--- src/rtl/sel4_arbiter_pkg.sv ---
// Shared types and constants for the 4:1 selector arbiter (package sel4_pkg).
// Latency: n/a (types, constants and one pure function).
// Backpressure: n/a.
//
// Contents: FSM state enum, requester index type, index -> {S6,S2} select
// encoding table, and counter widths (3-bit settle, 4-bit hold).
package sel4_pkg;

  typedef enum logic [1:0] {
    IDLE   = 2'd0,
    SETTLE = 2'd1,
    ACTIVE = 2'd2
  } state_t;

  typedef logic [1:0] req_idx_t;

  localparam int SETTLE_W = 3;
  localparam int HOLD_W   = 4;

  // {S6,S2} per requester. Element [n] is the code for requester n:
  // 0 -> 11 (A1), 1 -> 10 (A2), 2 -> 00 (B1), 3 -> 01 (B2).
  // The cell's mapping is not a binary count, so a table rather than arithmetic.
  localparam logic [3:0][1:0] SEL_ENC = {2'b01, 2'b00, 2'b10, 2'b11};

  function automatic logic [1:0] sel_code(input req_idx_t idx);
    return SEL_ENC[idx];
  endfunction

endpackage

--- src/rtl/sel4_arbiter_if.sv ---
// Requester/selector side bundle of the 4:1 selector arbiter.
// Latency: n/a (wires only).
// Backpressure: level request held until grant observed; no other flow control.
//
// Signals: req[3:0] (requester -> arbiter), grant[3:0] one-hot,
// sel_s2/sel_s6 selector terminals, sel_valid, busy (arbiter -> users).
// Modports: master = requester/user side, slave = arbiter side.
interface sel4_arbiter_if;

  logic [3:0] req;
  logic [3:0] grant;
  logic       sel_s2;
  logic       sel_s6;
  logic       sel_valid;
  logic       busy;

  modport master (
    output req,
    input  grant,
    input  sel_s2,
    input  sel_s6,
    input  sel_valid,
    input  busy
  );

  modport slave (
    input  req,
    output grant,
    output sel_s2,
    output sel_s6,
    output sel_valid,
    output busy
  );

endinterface

--- src/rtl/sel4_arbiter_rr_pick.sv ---
// Rotate-priority picker (module sel4_rr_pick): first asserted req scanning last+1, last+2, ... mod 4.
// Latency: combinational, zero cycles.
// Backpressure: none; found=0 when no request is asserted.
//
// Ports: req[3:0] in, last (index granted most recently) in,
//        found out, index out (valid only when found=1).
module sel4_rr_pick
  import sel4_pkg::*;
(
  input  logic [3:0] req,
  input  req_idx_t   last,
  output logic       found,
  output req_idx_t   index
);

  req_idx_t cand;

  always_comb begin
    found = 1'b0;
    index = last;
    cand  = last;
    // Offsets 1..4 so that the most recently served index is checked last.
    for (int i = 1; i <= 4; i++) begin
      cand = last + req_idx_t'(i);
      if (!found && req[cand]) begin
        found = 1'b1;
        index = cand;
      end
    end
  end

endmodule

--- src/rtl/sel4_arbiter.sv ---
// Round-robin arbiter sharing one 4:1 selector cell among four requesters; drives S2/S6 and sel_valid.
// Latency: grant 1 cycle after req; sel_valid 1+SETTLE_CYCLES cycles after req; tenure <= HOLD_CYCLES valid cycles.
// Backpressure: requests are level-held until granted; a dropped granted req ends the tenure at the next edge.
//
// Ports: clk, reset (synchronous, active-high), bus (sel4_arbiter_if.slave):
//   req[3:0] in, grant[3:0] out (one-hot, registered), sel_s2/sel_s6 out,
//   sel_valid out (state ACTIVE), busy out (state != IDLE).
// Build option: define SEL4_FIXED_PRIO_EN for fixed priority (0 highest);
// otherwise round-robin. Timing is the same either way.
module sel4_arbiter
  import sel4_pkg::*;
#(
  parameter int SETTLE_CYCLES = 1,  // 1..7
  parameter int HOLD_CYCLES   = 4   // 1..15
) (
  input  logic           clk,
  input  logic           reset,
  sel4_arbiter_if.slave  bus
);

  localparam logic [SETTLE_W-1:0] SETTLE_LD = SETTLE_W'(SETTLE_CYCLES);
  localparam logic [HOLD_W-1:0]   HOLD_LD   = HOLD_W'(HOLD_CYCLES);

  state_t                state_q, state_d;
  logic [3:0]            grant_q, grant_d;
  logic                  s2_q, s2_d;
  logic                  s6_q, s6_d;
  req_idx_t              last_q, last_d;
  req_idx_t              cur_q, cur_d;
  logic [SETTLE_W-1:0]   settle_q, settle_d;
  logic [HOLD_W-1:0]     hold_q, hold_d;

  req_idx_t              pick_last;
  logic                  pick_found;
  req_idx_t              pick_idx;

`ifdef SEL4_FIXED_PRIO_EN
  // Scanning from 3+1 wraps to 0 first, giving 0 > 1 > 2 > 3.
  assign pick_last = 2'd3;
`else
  assign pick_last = last_q;
`endif

  sel4_rr_pick u_pick (
    .req   (bus.req),
    .last  (pick_last),
    .found (pick_found),
    .index (pick_idx)
  );

  always_ff @(posedge clk) begin
    if (reset) begin
      state_q  <= IDLE;
      grant_q  <= 4'b0000;
      s2_q     <= 1'b1;
      s6_q     <= 1'b1;
      last_q   <= 2'd3;
      cur_q    <= 2'd0;
      settle_q <= '0;
      hold_q   <= '0;
    end else begin
      state_q  <= state_d;
      grant_q  <= grant_d;
      s2_q     <= s2_d;
      s6_q     <= s6_d;
      last_q   <= last_d;
      cur_q    <= cur_d;
      settle_q <= settle_d;
      hold_q   <= hold_d;
    end
  end

  always_comb begin
    state_d  = state_q;
    grant_d  = grant_q;
    s2_d     = s2_q;
    s6_d     = s6_q;
    last_d   = last_q;
    cur_d    = cur_q;
    settle_d = settle_q;
    hold_d   = hold_q;

    case (state_q)
      IDLE: begin
        // Select terminals move only here, so the path is stable for the whole tenure.
        if (pick_found) begin
          state_d      = SETTLE;
          cur_d        = pick_idx;
          grant_d      = 4'b0001 << pick_idx;
          {s6_d, s2_d} = sel_code(pick_idx);
          settle_d     = SETTLE_LD;
        end
      end

      SETTLE: begin
        if (!bus.req[cur_q]) begin
          // Requester gave up before data was usable: abort, still counts as its turn.
          state_d  = IDLE;
          grant_d  = 4'b0000;
          last_d   = cur_q;
          settle_d = '0;
        end else if (settle_q <= SETTLE_W'(1)) begin
          state_d  = ACTIVE;
          hold_d   = HOLD_LD;
          settle_d = '0;
        end else begin
          settle_d = settle_q - SETTLE_W'(1);
        end
      end

      ACTIVE: begin
        if (!bus.req[cur_q] || hold_q == HOLD_W'(1)) begin
          state_d = IDLE;
          grant_d = 4'b0000;
          last_d  = cur_q;
          hold_d  = '0;
        end else begin
          hold_d = hold_q - HOLD_W'(1);
        end
      end

      default: begin
        state_d = IDLE;
        grant_d = 4'b0000;
      end
    endcase
  end

  assign bus.grant     = grant_q;
  assign bus.sel_s2    = s2_q;
  assign bus.sel_s6    = s6_q;
  assign bus.sel_valid = (state_q == ACTIVE);
  assign bus.busy      = (state_q != IDLE);

endmodule
--- src/flat_wrapper.sv ---
// flat-port wrapper written by rule: the top's interface ports become plain ports
module sel4_arbiter_flat import sel4_pkg::*;
#(
  parameter int SETTLE_CYCLES = 1,         
  parameter int HOLD_CYCLES   = 4           
)
  (clk, reset, bus_req, bus_grant, bus_sel_s2, bus_sel_s6, bus_sel_valid, bus_busy);
  sel4_arbiter_if bus_i ();
  input  logic clk;
  input  logic reset;
  input wire logic [$bits(bus_i.req)-1:0] bus_req;
  output wire logic [$bits(bus_i.grant)-1:0] bus_grant;
  output wire logic [$bits(bus_i.sel_s2)-1:0] bus_sel_s2;
  output wire logic [$bits(bus_i.sel_s6)-1:0] bus_sel_s6;
  output wire logic [$bits(bus_i.sel_valid)-1:0] bus_sel_valid;
  output wire logic [$bits(bus_i.busy)-1:0] bus_busy;
  assign bus_i.req = bus_req;
  assign bus_grant = bus_i.grant;
  assign bus_sel_s2 = bus_i.sel_s2;
  assign bus_sel_s6 = bus_i.sel_s6;
  assign bus_sel_valid = bus_i.sel_valid;
  assign bus_busy = bus_i.busy;
  sel4_arbiter #(.SETTLE_CYCLES(SETTLE_CYCLES), .HOLD_CYCLES(HOLD_CYCLES)) u_core (.clk(clk), .reset(reset), .bus(bus_i));
endmodule
--- config.mk ---
export PLATFORM = sky130hd
export DESIGN_NAME = sel4_arbiter_flat
export DESIGN_NICKNAME = d
export VERILOG_FILES = /design/src/rtl/sel4_arbiter_pkg.sv /design/src/rtl/sel4_arbiter_if.sv /design/src/rtl/sel4_arbiter_rr_pick.sv /design/src/rtl/sel4_arbiter.sv /design/src/flat_wrapper.sv
export SDC_FILE = /design/constraint.sdc
export NUM_CORES = 1
export LEC_CHECK = 0
export BUFFER_PORTS_ARGS = -buffer_cell sky130_fd_sc_hd__buf_2
export CORE_ASPECT_RATIO = 0.75
export CORE_MARGIN = 2
export CORE_UTILIZATION = 56
export DETAILED_ROUTE_END_ITERATION = 16
export PLACE_DENSITY = 0.77
export SYNTH_ARGS = -nofsm -noshare
export SYNTH_HDL_FRONTEND = slang
export SYNTH_SLANG_ARGS = --single-unit
--- constraint.sdc ---
create_clock -name clk -period 2.1 [get_ports clk]
set_input_delay 0.42 -clock clk [delete_from_list [all_inputs] [get_ports clk]]
set_output_delay 0.42 -clock clk [all_outputs]
set_load 0.02 [all_outputs]
Yosys cells after proc, flatten, opt, wreduce, memory -nomap -nowiden
Index checks and enable logic that the tools add are counted.

Register bits: 19. Input bits: 6.

Add/sub/neg operators: 5. Order comparisons: 7. Equal/unequal tests: 9. Shift operators: 1. Multiplexer cells: 40. Reduce and logical (&&, ||, !) cells: 18.

Operators by type and width (number): two-way mux 4 bit (6); two-way mux 2 bit (11); less-than comparator 2 x 3 -> 1 bit (second input constant) (6); one-hot mux 4 bit (3 select lines) (1); AND reduction 3 bit (4); binary-select mux 1 bit (select 2 bit) (5); two-way mux 1 bit (9); two-way mux 3 bit (3); != test 2 x 1 -> 1 bit (second input constant) (4); one-hot mux 4 bit (2 select lines) (1); one-hot mux 2 bit (3 select lines) (1); one-hot mux 3 bit (2 select lines) (1); nonzero test 2 bit (3); adder 2 bit (second input constant) (2); binary-select mux 2 bit (select 2 bit) (1); equality test 4 x 1 -> 1 bit (second input constant) (1); logical NOT 1 bit (4); one-hot mux 2 bit (2 select lines) (1); AND reduction 2 bit (2); left shift 1 x 2 -> 4 bit (first input constant) (1); subtractor 4 x 1 -> 4 bit (second input constant) (1); <= comparator 3 x 1 -> 1 bit (second input constant) (1); logical AND 1 bit (3); != test 3 bit (second input constant) (1); 7 further kinds (7).

Logic depth before layout (Yosys ltp)
Depth after elaboration: 16. Depth in mapped cells: 7. Depth with buffers taken out: 7.

Modules after synthesis
A second synthesis with hierarchy kept.

Cell total of the unflattened synthesis: 129. Area total of the unflattened synthesis: 1108.6 µm².

Modules (own cells, without submodules): sel4_arbiter (times used 1, cells each 115, area each 1026.0 µm², seq. area each 380.4 µm²); sel4_rr_pick (times used 1, cells each 14, area each 82.6 µm², seq. area each 0.0 µm²).

Worst setup path after synthesis
OpenSTA, ideal clock, no wires.

Kind: input -> register. From: input port bus_req[3]. To: register u_core.grant_q[1], in the netlist u_core.bus.grant[1]. Arrival: 1.616 ns. Setup slack: 0.360 ns. Stages on the path: 7. Cell sequence: nor2b_1 > a21o_1 > a221oi_1 > inv_1 > ha_1 > a22oi_1 > nor2_1.

Cells in the longest elaborated chain, start to end: 15. Elaborated cells between the ends (all ways): 33. Classes of those cells: eq/ne: 3; shift: 1; mux: 20; reduce/logical: 9.

Ends and longest elaborated chain: from (decl) (RTL line flat_wrapper.sv:11) `input wire logic [$bits(bus_i.req)-1:0] bus_req;`; binary-select mux 1 bit (select 2 bit) (RTL line sel4_arbiter_rr_pick.sv:25) `if (!found && req[cand]) begin`; two-way mux 1 bit (implied by the code) (RTL line sel4_arbiter_rr_pick.sv:25); two-way mux 1 bit (RTL line sel4_arbiter_rr_pick.sv:25); logical NOT 1 bit (RTL line sel4_arbiter_rr_pick.sv:25); logical AND 1 bit (RTL line sel4_arbiter_rr_pick.sv:25); two-way mux 1 bit (RTL line sel4_arbiter_rr_pick.sv:25); logical NOT 1 bit (RTL line sel4_arbiter_rr_pick.sv:25); logical AND 1 bit (RTL line sel4_arbiter_rr_pick.sv:25); two-way mux 1 bit (RTL line sel4_arbiter_rr_pick.sv:25); logical NOT 1 bit (RTL line sel4_arbiter_rr_pick.sv:25); logical AND 1 bit (RTL line sel4_arbiter_rr_pick.sv:25); two-way mux 2 bit * (RTL line sel4_arbiter_rr_pick.sv:25); net u_core.pick_idx[0] (RTL line sel4_arbiter.sv:35) `req_idx_t pick_idx;`; left shift 1 x 2 -> 4 bit * (RTL line sel4_arbiter.sv:89) `grant_d = 4'b0001 << pick_idx;`; two-way mux 4 bit * (RTL line sel4_arbiter.sv:86) `if (pick_found) begin`; one-hot mux 4 bit (3 select lines) * (RTL line sel4_arbiter.sv:83) `case (state_q)`; to (signal assigned) (RTL line sel4_arbiter.sv:63) `grant_q <= grant_d;`; to (decl) (RTL line sel4_arbiter.sv:25) `logic [3:0] grant_q, grant_d;`.

The timed path passes the listed nets; every way through them passes the cells marked *. The select of a mux whose other input is x is not followed. A chain may end at the register's enable or synchronous reset.

Final worst setup path
From: register u_core.hold_q[1]. To: register u_core.grant_q[3], in the netlist u_core.bus.grant[3].

Cells in the longest elaborated chain, start to end: 4.

Ends and longest elaborated chain: from (decl) (RTL line sel4_arbiter.sv:31) `logic [HOLD_W-1:0] hold_q, hold_d;`; from (signal assigned) (RTL line sel4_arbiter.sv:69) `hold_q <= hold_d;`; equality test 4 x 1 -> 1 bit (RTL line sel4_arbiter.sv:112) `if (!bus.req[cur_q] || hold_q == HOLD_W'(1)) begin`; logical OR 1 bit (RTL line sel4_arbiter.sv:112); != test 2 x 1 -> 1 bit (no line); AND reduction 3 bit (no line).

Every way passes these cells.

==> out/metrics.cfg <==
[run_status]
status=completed

[clocking]
hold_buffers=0
cts_tree=yes
cts_setup_buffers=0
cts_htree_levels=1
clk_latency_ns=0.30
cts_buffer_depth=2
ctsResizeCount=0
numClockSinks=19
cts-root-buf=clkbuf_4
cts-buffers-inserted=3
path_clk_slew_ns=0.11

[cells_and_area]
syn2layout_area_growth_pct=12.04
nNetsFinal=169
drive_above_1_share_pct=16.56
fin_area_um2=1246
instances_no_fill=173
diodes=0

[synthesis]
ys_ff_latch=19
syn_nets=149
yosys.cell_types.count=32
syn_area_um2=1112
yosys_warnings=0
syn_area_per_cell_um2=8.427
seq_area_frac_synth_pct=34.20
syn_inst=132

[detailed_routing]
drc_errors=0
wl_per_cell_um=12.43
ant_nets=0
drtIter0Drc=36
drt-total-wl_um=2150
viasPerCell=5.543
drt_first_pass_iters=4
via_count=959

[timing]
slew_headroom_pct=63.97
hold_violations=0
fin_crit_ns=1.913
worst_pin_slew_ns=0.5348
tns_ns=0
fmax_mhz=522.6
slew_violations=0
finClkSkew_ns=0.004299
finalSetupViolations=0
post-route-period-util_pct=91.12
rsz0062_at_grt=no
worst_slack_ns=0.1865

[floorplanning]
core_area_um2=1805
die_x_um=55.46
initial_core_util_pct=61.61
io_pins=14
die_h_um=42.60
std_cell_rows=13
die-area_um2=2362

[global_route]
grt-ovfl-total=0
grt_use_met3_pct=6.481
grt_pass1_vias=855
grt_max_degree=16
antenna_found_initial=0
grtUsageTotal_pct=19.75
use_met2_pct=30.95
top_usage_layer=met2
grt_use_met1_pct=27.08
grt_pass1_wl_um=3712

[placed_design]
io_buffers=13
place_inst=169
pre_cts_ws_ns=0.1829
place_congestion=0.8242
placedInstanceArea_um2=1219
hpwl_um=1635

[flow_run]
maxCapViolations=0

[worst_setup_path]
worst_path_max_delay_cell=or3b_2
regToRegSetupSlack_ns=0.19
cpLargestDelayFamily=compound AO/OA/AOI/OAI gates
max_stage_delay_ns=0.48
critPathKind=reg -> reg
worstPathCellList=inv_1, ha_1, or3b_2, a21oi_1, o21ai_0, a22oi_1, nor2_1
critPathMaxFanout=5
startpoint_type=flip-flop
cp.required_ns=2.29
end_kind=flip-flop
arrival_ns=2.10
crit_buf_inv=1

[power]
p_leak_nw=0.5444
vdd_drop_max_uv=780.8
p_per_area_nw_per_um2=1173

[hold_path]
hold_path_class=in -> reg

## cells in the final DEF, fill, tap and decap left out, drive strengths merged, types with 3 or more instances in the layout
cell type	synthesis	layout
nor2	17	17
o21ai	10	10
ha	11	11
a22oi	5	5
nand2b	4	4
nand2	13	13
clkbuf	0	3
inv	14	14
dfxtp	19	19
buf	0	16
a21oi	11	11
## final timing paths
kind / from / to / cells after the start
worst max-delay path: u_core.hold_q[1] / u_core.bus.grant[3] / 7
worst max register to register: u_core.hold_q[1] / u_core.bus.grant[3] / 7
worst min register to register: u_core.bus.sel_s2 / u_core.bus.sel_s2 / 2
worst min-delay path: reset / u_core.settle_q[1] / 2
## flip-flops by register name (all words and copies together), names as in the netlist
| name | count |
|---|---|
| u_core.bus.grant | 4 |
| u_core.last_q | 2 |
| u_core.bus.sel_s2 | 1 |
| u_core.bus.sel_s6 | 1 |
| u_core.cur_q | 2 |
| u_core.hold_q | 4 |
| u_core.settle_q | 3 |
| u_core.state_q | 2 |
## area by class of cell
type                            count  area, um^2
Inverter                           14       52.55
Clock buffer                        3       22.52
Multi-Input combinational cell     98       670.6
Tap cell                           22       27.53
Sequential cell                    19       380.4
Fill cell                         156       559.3
Clock inverter                      1       5.005
Timing Repair Buffer               16       87.58
## routing by layer
layer	share of wire (%)	vias to the layer above	wire length, um
li1	-	497	-
met1	53	445	1148
met2	42	15	909
met3	3.8	2	82
met4	0.47	0	10
met5	0	-	0
## kinds of logic (layout without fill, tap and decap cells)
kind of cell               Yosys count  after routing  synth area share (%)
and+or+nand+nor                     45             45                 18.90
AOI/OAI and AO/OA                   39             39                 25.20
DFF                                 19             19                 34.20
buffers and inverters               15             34                 5.512
adders and majority gates           11             11                 12.37
muxes                                3              3                 3.824
## where the power goes
group | switching, mW | total [mW] | internal (mW)
combinational | 0.435 | 0.742 | 0.307
clock | 0.117 | 0.188 | 0.0711
sequential | 0.0780 | 0.531 | 0.453
## per-stage QoR
stage / hold WS (ns) / power, mW / util [%]
6_report: 0.4632 / 1.462 / 69.02
5_1_grt: 0.4827 / 1.596 / 69.02
4_1_cts: 0.4567 / 1.463 / 69.02
3_5_place_dp: 0.4545 / 1.270 / 67.50
3_3_place_gp: 0.4459 / 1.254 / 67.50
2_1_floorplan: 0.4395 / 1.082 / -
## Yosys cell counts
| library cell | number | area (um^2) |
|---|---|---|
| mux4_2 | 1 | 22.52 |
| o21ba_2 | 1 | 10.01 |
| ha_1 | 11 | 137.6 |
| nor2b_1 | 2 | 12.51 |
| dlygate4sd1_1 | 1 | 8.760 |
| nor4_1 | 1 | 6.260 |
| dfxtp_1 | 19 | 380.4 |
| nand3_1 | 2 | 10.01 |
| nand2b_1 | 4 | 25.02 |
| nand3b_1 | 1 | 7.510 |
| o21ai_0 | 10 | 50.05 |
| nor2_1 | 17 | 63.81 |
| a22oi_1 | 5 | 37.54 |
| a211oi_1 | 1 | 7.510 |
| o22ai_1 | 1 | 6.260 |
| or3b_2 | 1 | 8.760 |
| a41oi_4 | 1 | 27.53 |
| o21a_1 | 2 | 15.01 |
| nand4b_1 | 1 | 8.760 |
| a21o_1 | 2 | 15.01 |
| a21oi_1 | 11 | 55.05 |
| or4_1 | 1 | 7.510 |
| inv_1 | 14 | 52.55 |
| o211a_1 | 1 | 10.01 |
| mux2i_1 | 2 | 20.02 |
| nand2_1 | 13 | 48.80 |
| o32ai_1 | 1 | 8.760 |
| nor3_1 | 1 | 5.000 |
| or3_1 | 1 | 6.260 |
| a221oi_1 | 1 | 8.760 |
| o21bai_1 | 1 | 7.510 |
| o211ai_4 | 1 | 21.27 |
Note: power is estimated with default switching activity, not from simulation.
